===== config.mk =====
export PLATFORM = sky130hd
export DESIGN_NAME = oled_spi_monitor_flat
export DESIGN_NICKNAME = d
export VERILOG_FILES = /design/src/rtl/oled_spi_monitor_pkg.sv /design/src/rtl/oled_spi_monitor_if.sv /design/src/rtl/oled_spi_monitor_byte_fifo.sv /design/src/rtl/oled_spi_monitor.sv /design/src/flat_wrapper.sv
export SDC_FILE = /design/constraint.sdc
export NUM_CORES = 1
export LEC_CHECK = 0
export ABC_AREA = 1
export BUFFER_PORTS_ARGS = -buffer_cell sky130_fd_sc_hd__buf_2
export CAP_MARGIN = 20
export CORE_MARGIN = 3
export CORE_UTILIZATION = 30
export CTS_CLUSTER_SIZE = 25
export DETAILED_ROUTE_END_ITERATION = 8
export SLEW_MARGIN = 0
export SYNTH_ARGS = -nofsm -noshare
export SYNTH_HDL_FRONTEND = slang
export SYNTH_SLANG_ARGS = --single-unit

===== constraint.sdc =====
create_clock -name clk -period 1.9 [get_ports clk]
set_clock_uncertainty 0.1 [all_clocks]
set_input_delay 0.19 -clock clk [delete_from_list [all_inputs] [get_ports clk]]
set_output_delay 0.19 -clock clk [all_outputs]
set_load 0.005 [all_outputs]

===== src/rtl/oled_spi_monitor_pkg.sv =====
// Shared types for the OLED SPI receive-side monitor.
package oled_spi_pkg;
    localparam int BYTE_W = 8;

    typedef enum logic [0:0] {IDLE = 1'b0, SHIFT = 1'b1} state_e;

    localparam logic DC_CMD  = 1'b0;
    localparam logic DC_DATA = 1'b1;

    // FIFO entry layout: dc flag above the byte.
    typedef struct packed {
        logic              dc;
        logic [BYTE_W-1:0] data;
    } spi_byte_t;
endpackage


===== src/rtl/oled_spi_monitor_if.sv =====
// Byte stream handshake out of the monitor (show-ahead valid/ready).
interface oled_spi_monitor_if;
    import oled_spi_pkg::*;
    logic [BYTE_W-1:0] byte_data;
    logic              byte_dc;
    logic              byte_valid;
    logic              byte_ready;

    modport master (output byte_data, byte_dc, byte_valid, input byte_ready);
    modport slave  (input byte_data, byte_dc, byte_valid, output byte_ready);
endinterface


===== src/rtl/oled_spi_monitor_byte_fifo.sv =====
// Show-ahead synchronous FIFO; a push into a full FIFO is accepted when a pop happens the same cycle.
module byte_fifo #(
    parameter int DEPTH = 4,
    parameter int W     = 9
) (
    input  logic         clk,
    input  logic         rst,
    input  logic         push,
    input  logic [W-1:0] wdata,
    input  logic         pop,
    output logic [W-1:0] rdata,
    output logic         full,
    output logic         empty
);
    localparam int AW = $clog2(DEPTH);

    logic [W-1:0]  mem [DEPTH];
    logic [AW:0]   wr_ptr, rd_ptr;
    logic          do_push, do_pop;

    // Extra pointer bit distinguishes full from empty when the indices match.
    assign empty   = (wr_ptr == rd_ptr);
    assign full    = (wr_ptr[AW] != rd_ptr[AW]) && (wr_ptr[AW-1:0] == rd_ptr[AW-1:0]);
    assign do_pop  = pop && !empty;
    assign do_push = push && (!full || do_pop);
    assign rdata   = mem[rd_ptr[AW-1:0]];

    always_ff @(posedge clk or negedge rst) begin
        if (!rst) begin
            wr_ptr <= '0;
            rd_ptr <= '0;
            for (int i = 0; i < DEPTH; i++) mem[i] <= '0;
        end else begin
            if (do_push) begin
                mem[wr_ptr[AW-1:0]] <= wdata;
                wr_ptr              <= wr_ptr + 1'b1;
            end
            if (do_pop) rd_ptr <= rd_ptr + 1'b1;
        end
    end
endmodule


===== src/rtl/oled_spi_monitor.sv =====
// Oversampling SPI receiver: reassembles MSB-first bytes tagged with dc, buffers them,
// and keeps saturating command/data counters plus sticky frame/overflow flags.
module oled_spi_monitor
    import oled_spi_pkg::*;
#(
    parameter int FIFO_DEPTH = 4,
    parameter int CNT_W      = 16
) (
    input  logic                clk,
    input  logic                rst,
    input  logic                sck,
    input  logic                cs,
    input  logic                mosi,
    input  logic                dc,
    oled_spi_monitor_if.master  bus,
    output logic [CNT_W-1:0]    cmd_count,
    output logic [CNT_W-1:0]    data_count,
    output logic                frame_err,
    output logic                overflow,
    input  logic                clr
);
    logic [1:0]        sck_sy, cs_sy, mosi_sy, dc_sy;
    logic              sck_prev;
    logic              sck_rise;
    state_e            state;
    logic [2:0]        bit_cnt;
    logic [BYTE_W-1:0] shreg;
    logic              done, part_err;
    spi_byte_t         done_byte, head;
    logic              fifo_full, fifo_empty, pop;

    always_ff @(posedge clk or negedge rst) begin
        if (!rst) begin
            sck_sy   <= '0;
            cs_sy    <= 2'b11;
            mosi_sy  <= '0;
            dc_sy    <= '0;
            sck_prev <= 1'b0;
        end else begin
            sck_sy   <= {sck_sy[0], sck};
            cs_sy    <= {cs_sy[0], cs};
            mosi_sy  <= {mosi_sy[0], mosi};
            dc_sy    <= {dc_sy[0], dc};
            sck_prev <= sck_sy[1];
        end
    end

    assign sck_rise = sck_sy[1] && !sck_prev;

    // Completion is a one-cycle pulse; the FIFO and counters consume it on the next edge.
    always_ff @(posedge clk or negedge rst) begin
        if (!rst) begin
            state     <= IDLE;
            bit_cnt   <= '0;
            shreg     <= '0;
            done      <= 1'b0;
            done_byte <= '0;
            part_err  <= 1'b0;
        end else begin
            done     <= 1'b0;
            part_err <= 1'b0;
            case (state)
                IDLE: if (!cs_sy[1]) begin
                    state   <= SHIFT;
                    bit_cnt <= '0;
                end
                SHIFT: if (cs_sy[1]) begin
                    state    <= IDLE;
                    bit_cnt  <= '0;
                    part_err <= (bit_cnt != 3'd0);
                end else if (sck_rise) begin
                    shreg   <= {shreg[BYTE_W-2:0], mosi_sy[1]};
                    bit_cnt <= bit_cnt + 3'd1;
                    if (bit_cnt == 3'd7) begin
                        done      <= 1'b1;
                        done_byte <= '{dc: dc_sy[1], data: {shreg[BYTE_W-2:0], mosi_sy[1]}};
                    end
                end
                default: state <= IDLE;
            endcase
        end
    end

    assign pop = bus.byte_valid && bus.byte_ready;

    byte_fifo #(.DEPTH(FIFO_DEPTH), .W($bits(spi_byte_t))) u_fifo (
        .clk   (clk),
        .rst   (rst),
        .push  (done),
        .wdata (done_byte),
        .pop   (pop),
        .rdata (head),
        .full  (fifo_full),
        .empty (fifo_empty)
    );

    assign bus.byte_data  = head.data;
    assign bus.byte_dc    = head.dc;
    assign bus.byte_valid = !fifo_empty;

    // Counters track every completed byte, even ones the FIFO had to drop.
    always_ff @(posedge clk or negedge rst) begin
        if (!rst) begin
            cmd_count  <= '0;
            data_count <= '0;
            frame_err  <= 1'b0;
            overflow   <= 1'b0;
        end else if (clr) begin
            cmd_count  <= '0;
            data_count <= '0;
            frame_err  <= 1'b0;
            overflow   <= 1'b0;
        end else begin
            if (done && done_byte.dc == DC_DATA && data_count != '1) data_count <= data_count + 1'b1;
            if (done && done_byte.dc == DC_CMD  && cmd_count  != '1) cmd_count  <= cmd_count + 1'b1;
            if (done && fifo_full && !pop) overflow  <= 1'b1;
            if (part_err)                  frame_err <= 1'b1;
        end
    end
endmodule

===== src/flat_wrapper.sv =====
// flat-port wrapper written by rule: the top's interface ports become plain ports
module oled_spi_monitor_flat import oled_spi_pkg::*;
#(
    parameter int FIFO_DEPTH = 4,
    parameter int CNT_W      = 16
)
  (clk, rst, sck, cs, mosi, dc, cmd_count, data_count, frame_err, overflow, clr, bus_byte_data, bus_byte_dc, bus_byte_valid, bus_byte_ready);
  oled_spi_monitor_if bus_i ();
  input  logic clk;
  input  logic rst;
  input  logic sck;
  input  logic cs;
  input  logic mosi;
  input  logic dc;
  output logic [CNT_W-1:0] cmd_count;
  output logic [CNT_W-1:0] data_count;
  output logic frame_err;
  output logic overflow;
  input  logic clr;
  output wire logic [$bits(bus_i.byte_data)-1:0] bus_byte_data;
  output wire logic [$bits(bus_i.byte_dc)-1:0] bus_byte_dc;
  output wire logic [$bits(bus_i.byte_valid)-1:0] bus_byte_valid;
  input wire logic [$bits(bus_i.byte_ready)-1:0] bus_byte_ready;
  assign bus_byte_data = bus_i.byte_data;
  assign bus_byte_dc = bus_i.byte_dc;
  assign bus_byte_valid = bus_i.byte_valid;
  assign bus_i.byte_ready = bus_byte_ready;
  oled_spi_monitor #(.FIFO_DEPTH(FIFO_DEPTH), .CNT_W(CNT_W)) u_core (.clk(clk), .rst(rst), .sck(sck), .cs(cs), .mosi(mosi), .dc(dc), .bus(bus_i), .cmd_count(cmd_count), .data_count(data_count), .frame_err(frame_err), .overflow(overflow), .clr(clr));
endmodule

==> flow_summary.toml <==
[grt]
grt_first_pass_wirelength_mm = 22.1
overflow = 0
grt_max_degree = 42
grt_pass1_vias = 4345
grt.total_usage = 0.137
antenna_found_initial = 0

[synth]
synth_top_family_by_area = "simple AND/OR/NAND/NOR gates"
ys_ff_latch = 107
synth.most_common_cell = "nand2_1"
synth.largest_area_cell = "dfrtp_1"
synth_commonest_cells = "nand2_1 (231), dfrtp_1 (105), nand4_1 (64)"
synth-simple-area-share = 0.345
synth_xor_area_frac = 0.0164
synth_compound_area_frac = 0.0570
ys_top_cells_by_area = "dfrtp_1 (49%), nand2_1 (16%), nand4_1 (7.5%), nor2_1 (3.9%), o21ai_0 (3.7%)"
synth_top_area_frac = 0.492
synth_edf_count = 0
yosysSeqAreaShare = 0.502
yosys_warnings = 0
avgSynthCellArea_sq_um = 8.13
synthAdderAreaFrac = 0.0234
ys_types = 28
syn-num-nets = 674
synth_flop_cell = "dfrtp_1"
synthArstFlopShare = 1.00
syn-cell-area_sq_um = 5340
muxShareOfSynthArea = 0
synth_cells = 656

[sta]
drv_slew = 0
fmaxAchievable_ghz = 0.557
post-route-period-util = 0.944
layout_min_cycle_time_ps = 1790
setup_tns_ps = 0
grt_setup_unrepaired = "false"
worst_slack_ps = 106
setup_viol = 0
hold_violations = 0
maxSlewHeadroom = 0.614
worst_pin_slew_ps = 579

[route]
ant_nets = 0
avgRoutedWirePerCell_um = 13.3
vias_per_cell = 4.69
drtPass1Iterations = 4
via_count = 4467
drtIter0Drc = 299
drc_errors = 0
wl_mm = 12.7

[placement]
finalWeightedCongestion = 0.807
dp.cells = 930
port_buffers = 51
place_hpwl_mm = 8.78
pre_cts_slack_ps = 123

[cts]
clk_pin_slew_worst_paths_ps = 70
clk_latency_ps = 350
root_buffer = "clkbuf_16"
cts.path.max_buffers = 2
htree_levels = 3
cts_inserted_buffers = 9
cts_tree = "built"
clock_sinks = 107

[cells_and_area]
area_growth_pct = 18.8
multi_input_area_sq_um = 2360
layout-drive-gt1-share = 0.172
layout.cells.non_filler = 953
diodes = 0
finish.net_count = 742
register_area_sq_um = 2680
fill_cells = 1817

[floorplan]
fp-row-count = 48
die_x_um = 139
ios = 52
die_area_sq_um = 19400
die_h_um = 139
core-area_sq_um = 17400
initial_core_util = 0.307

[worst_setup_path]
path_cells = "buf_4 > o21ai_0 > o22ai_1 > buf_2"
crit_path_start_kind = "flip-flop"
critPathBufInv = 2
path_max_fanout = 9
path_delay_family = "flip-flops"
cpPeakStageDelay_ps = 450
cp-end-kind = "output pin"
crit_arrival_ps = 1500
worstPathRequired_ps = 1610
critPathSlowestCell = "dfrtp_1"
crit_type = "flip-flop to output pin"

[outcome]
outcome = "completed"

[power_and_ir_drop]
p_leak_nw = 3.28
cellPowerDensity_nw_per_um2 = 688
irDropWorstVdd_mv = 0.427

[flow_run]
drv_cap = 0

[hold_path]
hold_path_class = "input port to flip-flop"
## report_power, final
group	total, mW	internal, mW	leakage [nW]	switching [mW]
clock network	1.86	1.01	0.142	0.846
logic	0.164	0.0560	1.67	0.108
registers	2.34	2.32	1.47	0.0184
total	4.36	3.39	3.28	0.973
## cells by family after synthesis
family	count (synthesis)
DFF	107
xor gates and xnor gates	10
buffers and inverters	68
and+or+nand+nor	405
AOI/OAI and AO/OA	56
adders and majority gates	10
## worst paths after layout
kind	to	slack, ps	from	cells after the start
max	bus_byte_data[6]	110	u_core.u_fifo.rd_ptr[0]	4
min	u_core.overflow	40	clr	2
max reg2reg	u_core.cmd_count[14]	190	u_core.cmd_count[0]	10
min reg2reg	u_core.sck_sy[1]	250	u_core.sck_sy[0]	0
max in group asynchronous	u_core.cmd_count[7]	860	rst	3
min in group asynchronous	u_core.mosi_sy[1]	280	rst	2
## worst reg2reg max path, delay by kind of cell (launching register included)
family	cells	cell delay, ps
adder cells (fa/ha/maj)	1	250
buffers and inverters	2	230
flip-flops	1	420
AND/OR/NAND/NOR	7	620
## area by class of cell
class | instances | area share
clock buffer | 10 | 0.0361
clock inverter | 5 | 0.00849
inverter | 42 | 0.0253
multi-input combinational | 481 | 0.372
sequential | 107 | 0.423
tap | 225 | 0.0444
timing repair buffer | 83 | 0.0904
## routing by layer
layer | track usage | share of wire | up-vias
li1 | - | - | 2305
met3 | 0.0320 | 0.039 | 13
met4 | 0.0536 | 0.017 | 0
met1 | 0.189 | 0.49 | 2091
met2 | 0.209 | 0.45 | 58
met5 | 0 | 0 | -
## layout by cell type, fill, tap and decap left out, drive strengths merged
| master | n |
|---|---|
| nand4 | 64 |
| bufinv | 1 |
| ha | 10 |
| a21oi | 3 |
| o21ai | 39 |
| clkinv | 3 |
| inv | 43 |
| o21bai | 5 |
| o22ai | 9 |
| or2 | 6 |
| dlygate4sd3 | 5 |
| xor2 | 7 |
| nand2 | 236 |
| dfstp | 2 |
| nand3 | 32 |
| clkbuf | 10 |
| buf | 78 |
| xnor2 | 3 |
| nor2 | 66 |
| dfrtp | 105 |
| nand3b | 1 |
## flip-flops by register name, indices dropped and copies added (netlist names), 2 cells and up
name and cells:
u_core.mosi_sy 2, u_core.data_count 16, u_core.cs_sy 2, u_core.bit_cnt 3, u_core.u_fifo.wr_ptr 3, u_core.dc_sy 2
u_core.u_fifo.mem 36, u_core.shreg 7, u_core.cmd_count 16, u_core.u_fifo.rd_ptr 3, u_core.sck_sy 2, u_core.done_byte 9
## metrics by stage
stage          power (mW)  utilization  instance area (sq um)  hold slack, ps
4_1_cts              4.42        0.363                   6300            29.7
6_report             4.36        0.365                   6340            36.1
3_5_place_dp         2.54        0.344                   5970             127
3_3_place_gp         2.53        0.344                   5970             126
2_1_floorplan        2.44            -                   5340            -206
5_1_grt              4.54        0.365                   6340            62.7
## repair_timing
item,CTS,global route
hold buffers,5,0
resized for setup,0,2
hold endpoints to repair,39,0
endpoints found under the setup margin,0,15
buffers inserted,0,3
Power figures use the tool's default switching activity.
